**src/rtl/ltm_pkg.sv**
```systemverilog
// ltm_pkg: shared types and default raster timing for the LTM scanout path.
//   scan_state_t   : stream alignment state of the scanout engine
//   *_DEF          : default 800x480 panel timing
//   timing_total() : line or frame total from its four segment lengths
package ltm_pkg;

  typedef enum logic [1:0] {
    DROP   = 2'd0,
    ARMED  = 2'd1,
    STREAM = 2'd2
  } scan_state_t;

  localparam int H_ACTIVE_DEF = 800;
  localparam int H_FRONT_DEF  = 40;
  localparam int H_SYNC_DEF   = 1;
  localparam int H_BACK_DEF   = 215;
  localparam int V_ACTIVE_DEF = 480;
  localparam int V_FRONT_DEF  = 10;
  localparam int V_SYNC_DEF   = 1;
  localparam int V_BACK_DEF   = 34;

  function automatic int timing_total(input int active, input int front,
                                      input int sync, input int back);
    return active + front + sync + back;
  endfunction

endpackage

```
**src/rtl/ltm_scanout_raster_counter.sv**
```systemverilog
// raster_counter: free-running h/v position counters and raster decode.
//   clk, reset_n : scanout clock, async active-low reset (restarts at origin)
//   active       : current position is a visible pixel
//   origin       : current position is (0,0)
//   hd_n, vd_n   : sync levels for the current position (active low)
//   vblank       : first clock of the first non-active line
// Order within a line/frame: active, front porch, sync, back porch.
module raster_counter import ltm_pkg::*; #(
  parameter int H_ACTIVE = H_ACTIVE_DEF,
  parameter int H_FRONT  = H_FRONT_DEF,
  parameter int H_SYNC   = H_SYNC_DEF,
  parameter int H_BACK   = H_BACK_DEF,
  parameter int V_ACTIVE = V_ACTIVE_DEF,
  parameter int V_FRONT  = V_FRONT_DEF,
  parameter int V_SYNC   = V_SYNC_DEF,
  parameter int V_BACK   = V_BACK_DEF
) (
  input  logic clk,
  input  logic reset_n,
  output logic active,
  output logic origin,
  output logic hd_n,
  output logic vd_n,
  output logic vblank
);

  localparam int H_TOTAL = timing_total(H_ACTIVE, H_FRONT, H_SYNC, H_BACK);
  localparam int V_TOTAL = timing_total(V_ACTIVE, V_FRONT, V_SYNC, V_BACK);
  localparam int HW = $clog2(H_TOTAL);
  localparam int VW = $clog2(V_TOTAL);

  // Decode constants are kept 32 bits wide so the sync end (which may equal
  // the total) never truncates into the counter width.
  localparam logic [31:0] H_LAST   = 32'(H_TOTAL - 1);
  localparam logic [31:0] V_LAST   = 32'(V_TOTAL - 1);
  localparam logic [31:0] H_ACT    = 32'(H_ACTIVE);
  localparam logic [31:0] V_ACT    = 32'(V_ACTIVE);
  localparam logic [31:0] H_SYNC_S = 32'(H_ACTIVE + H_FRONT);
  localparam logic [31:0] H_SYNC_E = 32'(H_ACTIVE + H_FRONT + H_SYNC);
  localparam logic [31:0] V_SYNC_S = 32'(V_ACTIVE + V_FRONT);
  localparam logic [31:0] V_SYNC_E = 32'(V_ACTIVE + V_FRONT + V_SYNC);

  logic [HW-1:0] h_cnt;
  logic [VW-1:0] v_cnt;
  logic [31:0]   h_ext;
  logic [31:0]   v_ext;

  assign h_ext = 32'(h_cnt);
  assign v_ext = 32'(v_cnt);

  always_ff @(posedge clk or negedge reset_n) begin
    if (!reset_n) begin
      h_cnt <= '0;
      v_cnt <= '0;
    end else if (h_ext == H_LAST) begin
      h_cnt <= '0;
      v_cnt <= (v_ext == V_LAST) ? '0 : v_cnt + VW'(1);
    end else begin
      h_cnt <= h_cnt + HW'(1);
    end
  end

  assign active = (h_ext < H_ACT) && (v_ext < V_ACT);
  assign origin = (h_cnt == '0) && (v_cnt == '0);
  assign hd_n   = !((h_ext >= H_SYNC_S) && (h_ext < H_SYNC_E));
  assign vd_n   = !((v_ext >= V_SYNC_S) && (v_ext < V_SYNC_E));
  assign vblank = (h_cnt == '0) && (v_ext == V_ACT);

endmodule

```
**src/rtl/ltm_scanout.sv**
```systemverilog
// ltm_scanout: fixed-timing scanout engine for the LTM panel.
//   clk, reset_n              : scanout clock, async active-low reset
//   in_data/in_valid/in_ready : Avalon-ST 24-bit RGB pixel stream
//   in_startofpacket          : first pixel of a frame
//   ltm_r/g/b, ltm_den        : panel colour and data enable (registered)
//   ltm_hd, ltm_vd            : panel syncs, active low (registered)
//   vblank_start              : one-clock pulse at first non-active line
//   underflow_count           : saturating count of starved active pixels
//   sync_err_count            : saturating count of frame alignment errors
//   dbg_state                 : current stream alignment state
//
// Handshake: a pixel transfers on a clock edge where in_valid && in_ready.
// in_ready is combinational from state, raster position, in_valid and
// in_startofpacket; the source must hold in_data/in_startofpacket stable
// while in_valid is high and the pixel has not transferred.
//
// The raster free-runs regardless of the stream so the panel never loses
// sync; the stream is only ever aligned to it by throwing pixels away
// (DROP) or by holding a start-of-frame pixel until origin (ARMED).
module ltm_scanout import ltm_pkg::*; #(
  parameter int H_ACTIVE = H_ACTIVE_DEF,
  parameter int H_FRONT  = H_FRONT_DEF,
  parameter int H_SYNC   = H_SYNC_DEF,
  parameter int H_BACK   = H_BACK_DEF,
  parameter int V_ACTIVE = V_ACTIVE_DEF,
  parameter int V_FRONT  = V_FRONT_DEF,
  parameter int V_SYNC   = V_SYNC_DEF,
  parameter int V_BACK   = V_BACK_DEF
) (
  input  logic        clk,
  input  logic        reset_n,
  input  logic [23:0] in_data,
  input  logic        in_valid,
  input  logic        in_startofpacket,
  output logic        in_ready,
  output logic [7:0]  ltm_r,
  output logic [7:0]  ltm_g,
  output logic [7:0]  ltm_b,
  output logic        ltm_den,
  output logic        ltm_hd,
  output logic        ltm_vd,
  output logic        vblank_start,
  output logic [15:0] underflow_count,
  output logic [15:0] sync_err_count,
  output scan_state_t dbg_state
);

  logic        active;
  logic        origin;
  logic        hd_n;
  logic        vd_n;
  logic        vblank;

  scan_state_t state;
  logic        err_origin;
  logic        err_early;
  logic        starve;
  logic        consume;
  logic [23:0] pix;

  raster_counter #(
    .H_ACTIVE(H_ACTIVE), .H_FRONT(H_FRONT), .H_SYNC(H_SYNC), .H_BACK(H_BACK),
    .V_ACTIVE(V_ACTIVE), .V_FRONT(V_FRONT), .V_SYNC(V_SYNC), .V_BACK(V_BACK)
  ) u_raster (
    .clk    (clk),
    .reset_n(reset_n),
    .active (active),
    .origin (origin),
    .hd_n   (hd_n),
    .vd_n   (vd_n),
    .vblank (vblank)
  );

  always_comb begin
    err_origin = 1'b0;
    err_early  = 1'b0;
    starve     = 1'b0;
    in_ready   = 1'b0;
    case (state)
      // Discard everything up to the next start of frame.
      DROP:   in_ready = in_valid && !in_startofpacket;
      // SOP pixel waits at the stream head until the raster reaches origin.
      ARMED:  in_ready = origin;
      STREAM: begin
        // A frame that does not start at origin, or a SOP arriving inside the
        // visible area, means the stream slipped against the raster.
        err_origin = in_valid && origin && !in_startofpacket;
        err_early  = in_valid && active && !origin && in_startofpacket;
        in_ready   = active && !err_origin && !err_early;
        starve     = active && !in_valid;
      end
      default: in_ready = 1'b0;
    endcase
  end

  assign consume = in_valid && in_ready;
  // Pixels swallowed in DROP are never shown; everything unconsumed is black.
  assign pix     = (consume && (state != DROP)) ? in_data : 24'h0;

  always_ff @(posedge clk or negedge reset_n) begin
    if (!reset_n) begin
      state           <= DROP;
      ltm_r           <= 8'h0;
      ltm_g           <= 8'h0;
      ltm_b           <= 8'h0;
      ltm_den         <= 1'b0;
      ltm_hd          <= 1'b1;
      ltm_vd          <= 1'b1;
      vblank_start    <= 1'b0;
      underflow_count <= 16'h0;
      sync_err_count  <= 16'h0;
    end else begin
      ltm_r        <= pix[23:16];
      ltm_g        <= pix[15:8];
      ltm_b        <= pix[7:0];
      ltm_den      <= active;
      ltm_hd       <= hd_n;
      ltm_vd       <= vd_n;
      vblank_start <= vblank;

      if (starve && (underflow_count != 16'hFFFF))
        underflow_count <= underflow_count + 16'd1;
      if ((err_origin || err_early) && (sync_err_count != 16'hFFFF))
        sync_err_count <= sync_err_count + 16'd1;

      case (state)
        DROP:    if (in_valid && in_startofpacket) state <= ARMED;
        ARMED:   if (origin && in_valid) state <= STREAM;
        STREAM: begin
          if (err_origin)     state <= DROP;
          else if (err_early) state <= ARMED;
        end
        default: state <= DROP;
      endcase
    end
  end

  assign dbg_state = state;

endmodule

```
**config.mk**
```make
export PLATFORM = sky130hd
export DESIGN_NAME = ltm_scanout
export DESIGN_NICKNAME = d
export VERILOG_FILES = /design/src/rtl/ltm_pkg.sv /design/src/rtl/ltm_scanout_raster_counter.sv /design/src/rtl/ltm_scanout.sv
export SDC_FILE = /design/constraint.sdc
export NUM_CORES = 1
export LEC_CHECK = 0
export CORE_MARGIN = 2
export CORE_UTILIZATION = 45
export DETAILED_ROUTE_END_ITERATION = 8
export GPL_TIMING_DRIVEN = 0
export PLACE_DENSITY_LB_ADDON = 0.2
export SLEW_MARGIN = 20
export SYNTH_ARGS = -nofsm -noshare
export SYNTH_HDL_FRONTEND = slang
export SYNTH_SLANG_ARGS = --single-unit
```
**constraint.sdc**
```tcl
create_clock -name clk -period 2.37 [get_ports clk]
set_clock_uncertainty 0.05 [all_clocks]
set_input_delay 0.5925 -clock clk [delete_from_list [all_inputs] [get_ports clk]]
set_output_delay 0.5925 -clock clk [all_outputs]
set_load 0.005 [all_outputs]
```
After elaboration in Yosys (flattened, before gate mapping):

Cells that the tools add are included.

* register bits: 83
* output and inout bits: 63
* logic and storage cells: 76
* bits of input ports: 28

* eq/ne operators: 10
* $add $sub $neg: 4
* reductions and logical operators: 32
* muxes and demuxes: 12
* order comparisons: 6

Operators by type and width (number)
* adder 16 x 1 -> 16 bit, second input constant: 2
* inequality test 16 bit, second input constant: 2
* 2-to-1 mux 24 bit: 1
* < comparator 11 x 10 -> 1 bit, second input constant: 2
* < comparator 10 x 9 -> 1 bit, second input constant: 2
* logical AND 1 bit: 19
* adder 11 x 1 -> 11 bit, second input constant: 1
* == test 11 bit, second input constant: 1
* >= comparator 11 x 10 -> 1 bit, second input constant: 1
* zero test 11 bit: 1
* 2-to-1 mux 11 bit: 1
* adder 10 x 1 -> 10 bit, second input constant: 1
* == test 10 bit, second input constant: 1
* == test 10 x 9 -> 1 bit, second input constant: 1
* >= comparator 10 x 9 -> 1 bit, second input constant: 1
* zero test 10 bit: 1
* 2-to-1 mux 10 bit: 1
* 2-to-1 mux 2 bit: 4
* zero test 1 bit: 7
* one-hot mux 2 bit (3 select lines): 1
* inequality test 2 bit, second input constant: 2
* 2-to-1 mux 1 bit: 3
* inequality test 3 bit, second input constant: 1
* one-hot mux 1 bit (3 select lines): 1
* other kinds (6): 6

Longest topological paths before layout:

* depth in word-level cells: 11
* mapped depth: 8
* depth with buffers taken out: 7

Hierarchy:

A second synthesis with hierarchy kept.

* cell total of the unflattened synthesis: 373
* area total of the unflattened synthesis: 3948.8 um^2

By module, submodules not included
* ltm_scanout: cells each 259, area each 2791.4 um^2, instances 1, seq. area each 1554.0 um^2
* raster_counter: cells each 114, area each 1157.4 um^2, instances 1, seq. area each 525.5 um^2

Least setup slack after synthesis:

No wires, ideal clock.

* path type: register to output
* start: register u_raster.h_cnt[0]
* end: output in_ready
* setup slack: 0.080 ns
* path buffers: 0
* data arrival time: 1.648 ns
* cell stages (with the launch flop): 8
* required time: 1.727 ns
* cells stage by stage: dfrtp_1 > inv_1 > ha_1 > nor4b_1 > nand4_4 > nor2_1 > o21ai_0 > nand3_1

* word-level cells in the longest chain between the ends: 8
* elaborated cells on any way between the ends: 15
* those cells by class: order compare: 1; mux: 1; reduce/logical: 13

Ends and longest elaborated chain
* from (decl): line ltm_scanout_raster_counter.sv:43 `logic [HW-1:0] h_cnt;`
* from (signal assigned): line ltm_scanout_raster_counter.sv:59 `h_cnt <= h_cnt + HW'(1);`
* < comparator 11 x 10 -> 1 bit / zero test 11 bit (equally long branches): line ltm_scanout_raster_counter.sv:63, ltm_scanout_raster_counter.sv:64
* logical AND 1 bit (on tied branches): line ltm_scanout_raster_counter.sv:63, ltm_scanout_raster_counter.sv:64
* logical AND 1 bit, or another cell as far along: line ltm_scanout.sv:88 `err_early = in_valid && active && !origin && in_startofpacket;`
* logical AND 1 bit (on tied branches): line ltm_scanout.sv:88, ltm_scanout.sv:87
* logical AND 1 bit / zero test 1 bit (equally long branches): line ltm_scanout.sv:88, ltm_scanout.sv:89
* zero test 1 bit / logical AND 1 bit (equally long branches): line ltm_scanout.sv:89 `in_ready = active && !err_origin && !err_early;`
* logical AND 1 bit: line ltm_scanout.sv:89
* one-hot mux 1 bit (3 select lines) (*): line ltm_scanout.sv:79 `case (state)`
* to (decl): line ltm_scanout.sv:35 `output logic in_ready,`

Mark *: on every way between the ends. The rest lies on a longest branch, timed or not.

Final worst setup path:

* start: register u_raster.v_cnt[4]
* end: output in_ready

* word-level cells in the longest chain between the ends: 8
* elaborated cells on any way between the ends: 15
* those cells by class: order compare: 1; mux: 1; reduce/logical: 13

Ends and longest elaborated chain
* from (decl): line ltm_scanout_raster_counter.sv:44 `logic [VW-1:0] v_cnt;`
* from (signal assigned): line ltm_scanout_raster_counter.sv:57 `v_cnt <= (v_ext == V_LAST) ? '0 : v_cnt + VW'(1);`
* < comparator 10 x 9 -> 1 bit / zero test 10 bit (equally long branches): line ltm_scanout_raster_counter.sv:63, ltm_scanout_raster_counter.sv:64
* logical AND 1 bit (on tied branches): line ltm_scanout_raster_counter.sv:63, ltm_scanout_raster_counter.sv:64
* logical AND 1 bit, or another cell as far along: line ltm_scanout.sv:88
* logical AND 1 bit (on tied branches): line ltm_scanout.sv:88, ltm_scanout.sv:87
* logical AND 1 bit / zero test 1 bit (equally long branches): line ltm_scanout.sv:88, ltm_scanout.sv:89
* zero test 1 bit / logical AND 1 bit (equally long branches): line ltm_scanout.sv:89
* logical AND 1 bit: line ltm_scanout.sv:89
* one-hot mux 1 bit (3 select lines) (*): line ltm_scanout.sv:79

Marks and branches as above.

==> results.cfg <==
[status]
status = finished with violations
violations = negative setup slack

[synth]
synth_top_flop_cell = dfrtp_1
avgSynthCellArea_um2 = 11.2
yosysSeqAreaShare = 0.529
synth_area_leader_cell = dfrtp_1
synth_edf_count = 0
synth_nets = 386
yosys_warnings = 0
synth_top_family_by_area = simple AND/OR/NAND/NOR gates
synth_cell_types = 52
synth_seq_cells = 83
synth_top_area_share = 0.515
synth_xor_area_frac = 0.0958
synthTopCellsByArea = dfrtp_1, xnor2_1, and3_1, o211ai_2, xor2_1
synth_compound_area_frac = 0.0977
async_flop_share = 1.00
syn_inst = 352
synth-adder-area-share = 0.0191
syn_area_mm2 = 0.00393
yosys.area_share.simple = 0.225
synth.area.mux_share = 0.00286

[critical_path]
r2r-start = u_raster.v_cnt[4]
crit_fanout = 4
timing.rr.end = ltm_r[2]
slowest_stage = or4_4
path_class = reg2out
path_cells = or4_4, or3_4, nor2_4, o21ai_2, nand3_1, buf_2
slowest_delay_ns = 0.55
worstPathRequired_ns = 1.73
arrival_ns = 2.04
rrSetupSlack_ns = 0.01
cp_top_family = simple AND/OR/NAND/NOR gates
reg2regPathDepth = 7
critPathBufInv = 1
start_kind = flop
worst_setup_path_end_kind = output pin

[layout]
layout.nets = 499
stdcell_count = 578
regArea_mm2 = 0.00208
final_util = 0.623
area_growth_pct = 36.2
nFillCells = 706
layout-drive-gt1-share = 0.168
num_antenna_cells = 0
multi_input_area_mm2 = 0.00182

[global_route]
grt_max_degree = 54
grtUsageTotal = 0.185
antenna_found_initial = 0
grt_pass1_wl_um = 14300
grt_pass1_vias = 2990
grt-ovfl-total = 0

[power_and_ir_drop]
peakVddDrop_v = 0.000227
power_density_mw_per_mm2 = 482
p_leak_uw = 0.00239
power_uw = 2580

[place]
place_inst = 551
io_buffer_count = 90
post-dp-hpwl_um = 6020
place.gp.congestion = 0.787

[floorplan]
start_util = 0.458
die_width_um = 97.5
die_h_um = 97.5
coreArea_mm2 = 0.00859
rows = 34
num_io_pins = 91
die_area_mm2 = 0.00950

[routing]
drt_wl_total_um = 8650
via_per_inst = 5.36
routedWlPerCell_um = 15.0
drt_first_pass_iters = 4
drc = 0
route.vias.total = 3098
final_antenna_net_count = 0
drtIter0Drc = 84

[timing]
fin_crit_sh = 1.13
period_needed_ns = 2.68
worstMarginPinSlew_ns = 0.594
finalMaxSlewViolations = 0
setup_ws_ns = -0.310
max_freq_ghz = 0.373
rsz0062_at_grt = yes
final-hold-violation-count = 0
relSlewSlack = 0.603
setup_viol = 1

[cts]
clkTransAtPathRegs_ns = 0.10
htree_levels = 3
clk_latency_ns = 0.36
cts-root-buf = clkbuf_8
cts_hold_buf = 0
cts_tree = yes
cts_sinks = 83
cts-buffers-inserted = 9
max-clock-path-buffers = 2

[job]
cap_violations = 0

[worst_hold_path]
min_path_type = in2async
## synthesized netlist by cell type (all sizes together), types with 4 or more instances
library cell / n
dfrtp: 81
and3: 37
xnor2: 32
nor2: 20
nand2: 19
nand3: 18
nand4: 15
nor3: 12
inv: 11
xor2: 11
o21ai: 10
o211ai: 8
buf: 7
clkbuf: 7
ha: 6
o2111ai: 6
a21oi: 5
and2: 4
or4: 4
## cell usage in the layout (no fill, tap or decap), types with 3 or more instances in the layout
cell             netlist  final
clkdlybuf4s50_1        0     87
dfrtp_1               81     77
and3_1                37     37
xnor2_1               32     32
nand3_1               18     18
nor2_1                19     18
nand2_1               19     18
nand4_1               14     14
buf_4                  0     14
inv_1                 11     11
xor2_1                11     11
nor3_1                12     11
clkbuf_8               0      9
o211ai_2               8      8
o21ai_0                8      7
o2111ai_1              6      6
ha_1                   6      6
buf_2                  4      5
and2_1                 4      4
a21oi_1                5      4
dfrtp_2                0      4
clkbuf_2               0      3
o21ai_2                2      3
clkbuf_1               7      3
a21o_1                 3      3
clkinvlp_4             0      3
## layout make-up
cell class              instances  share of cell area
clock inverters                 6             0.00911
well taps                     108              0.0252
flip-flops and latches         83               0.389
inverters                      11             0.00771
clock buffers                  10              0.0238
plain buffers                  12              0.0152
repair buffers                104               0.191
multi-input cells             244               0.339
## worst register-to-register path: stages, from the launching register on
cell and delay (ns):
dfrtp_1 0.39, or4_4 0.55, or3_4 0.36, buf_4 0.16, o21ai_2 0.20, o32ai_2 0.15, buf_2 0.20, and3_1 0.19
## how the worst max path moves through the flow
stage / startpoint / to / slack (ns) / cells after the start
final: u_raster.v_cnt[4] / in_ready / -0.31 / 6
after global routing: u_raster.h_cnt[5] / in_ready / -0.42 / 8
after CTS: u_raster.v_cnt[5] / in_ready / -0.37 / 6
after detailed placement: in_valid / in_ready / -0.67 / 6
after global placement: reset_n / sync_err_count[7] / -2.27 / 1
after floorplan: u_raster.h_cnt[0] / in_ready / 0.08 / 7
## layer usage
metal | share of wire | GRT usage | routed length (µm) | up-vias
li1 | - | - | - | 1499
met1 | 0.47 | 0.254 | 4040 | 1505
met2 | 0.47 | 0.287 | 4080 | 81
met3 | 0.044 | 0.0396 | 383 | 13
met4 | 0.017 | 0.0780 | 147 | 0
met5 | 0 | 0 | 0 | -
## stage by stage
stage                     hold WS (ns)  worst slack (ns)  setup TNS [ns]  instance area [µm²]
final                           0.0934            -0.310          -0.310                 5360
after floorplan                  0.247            0.0796               0                 3930
after CTS                       0.0969            -0.374          -0.479                 5250
after global placement           0.433             -2.27         -191.30                 4970
after detailed placement         0.437            -0.675           -6.19                 4990
after global routing             0.105            -0.418           -1.44                 5360
## cell families (layout without fill, tap and decap cells)
family          count (synthesis)  in the layout
compound gates                 45             45
xor+xnor                       43             43
fa+ha+maj                       6              6
buf+inv                        25            143
flops                          83             83
mux                             1              1
simple gates                  149            149
## power breakdown
part	total (µW)	internal (µW)	switching, µW
Combinational	194	105	89.3
Sequential	1460	1430	24.2
Clock	931	390	541
Total	2580	1930	655
## flip-flops by register name, summed over array words and instances, names as in the netlist
| name | count |
|---|---|
| sync_err_count | 16 |
| underflow_count | 16 |
| u_raster.h_cnt | 11 |
| u_raster.v_cnt | 10 |
| ltm_b | 8 |
| ltm_g | 8 |
| ltm_r | 8 |
| dbg_state | 2 |
| ltm_den | 1 |
| ltm_hd | 1 |
| ltm_vd | 1 |
| vblank_start | 1 |
## repair_timing
item	CTS	global route
buffers inserted	6	7
pin swaps	4	10
resized for setup	12	20
setup endpoints to repair	21	44
No activity file was read; power rests on OpenSTA's default activity.
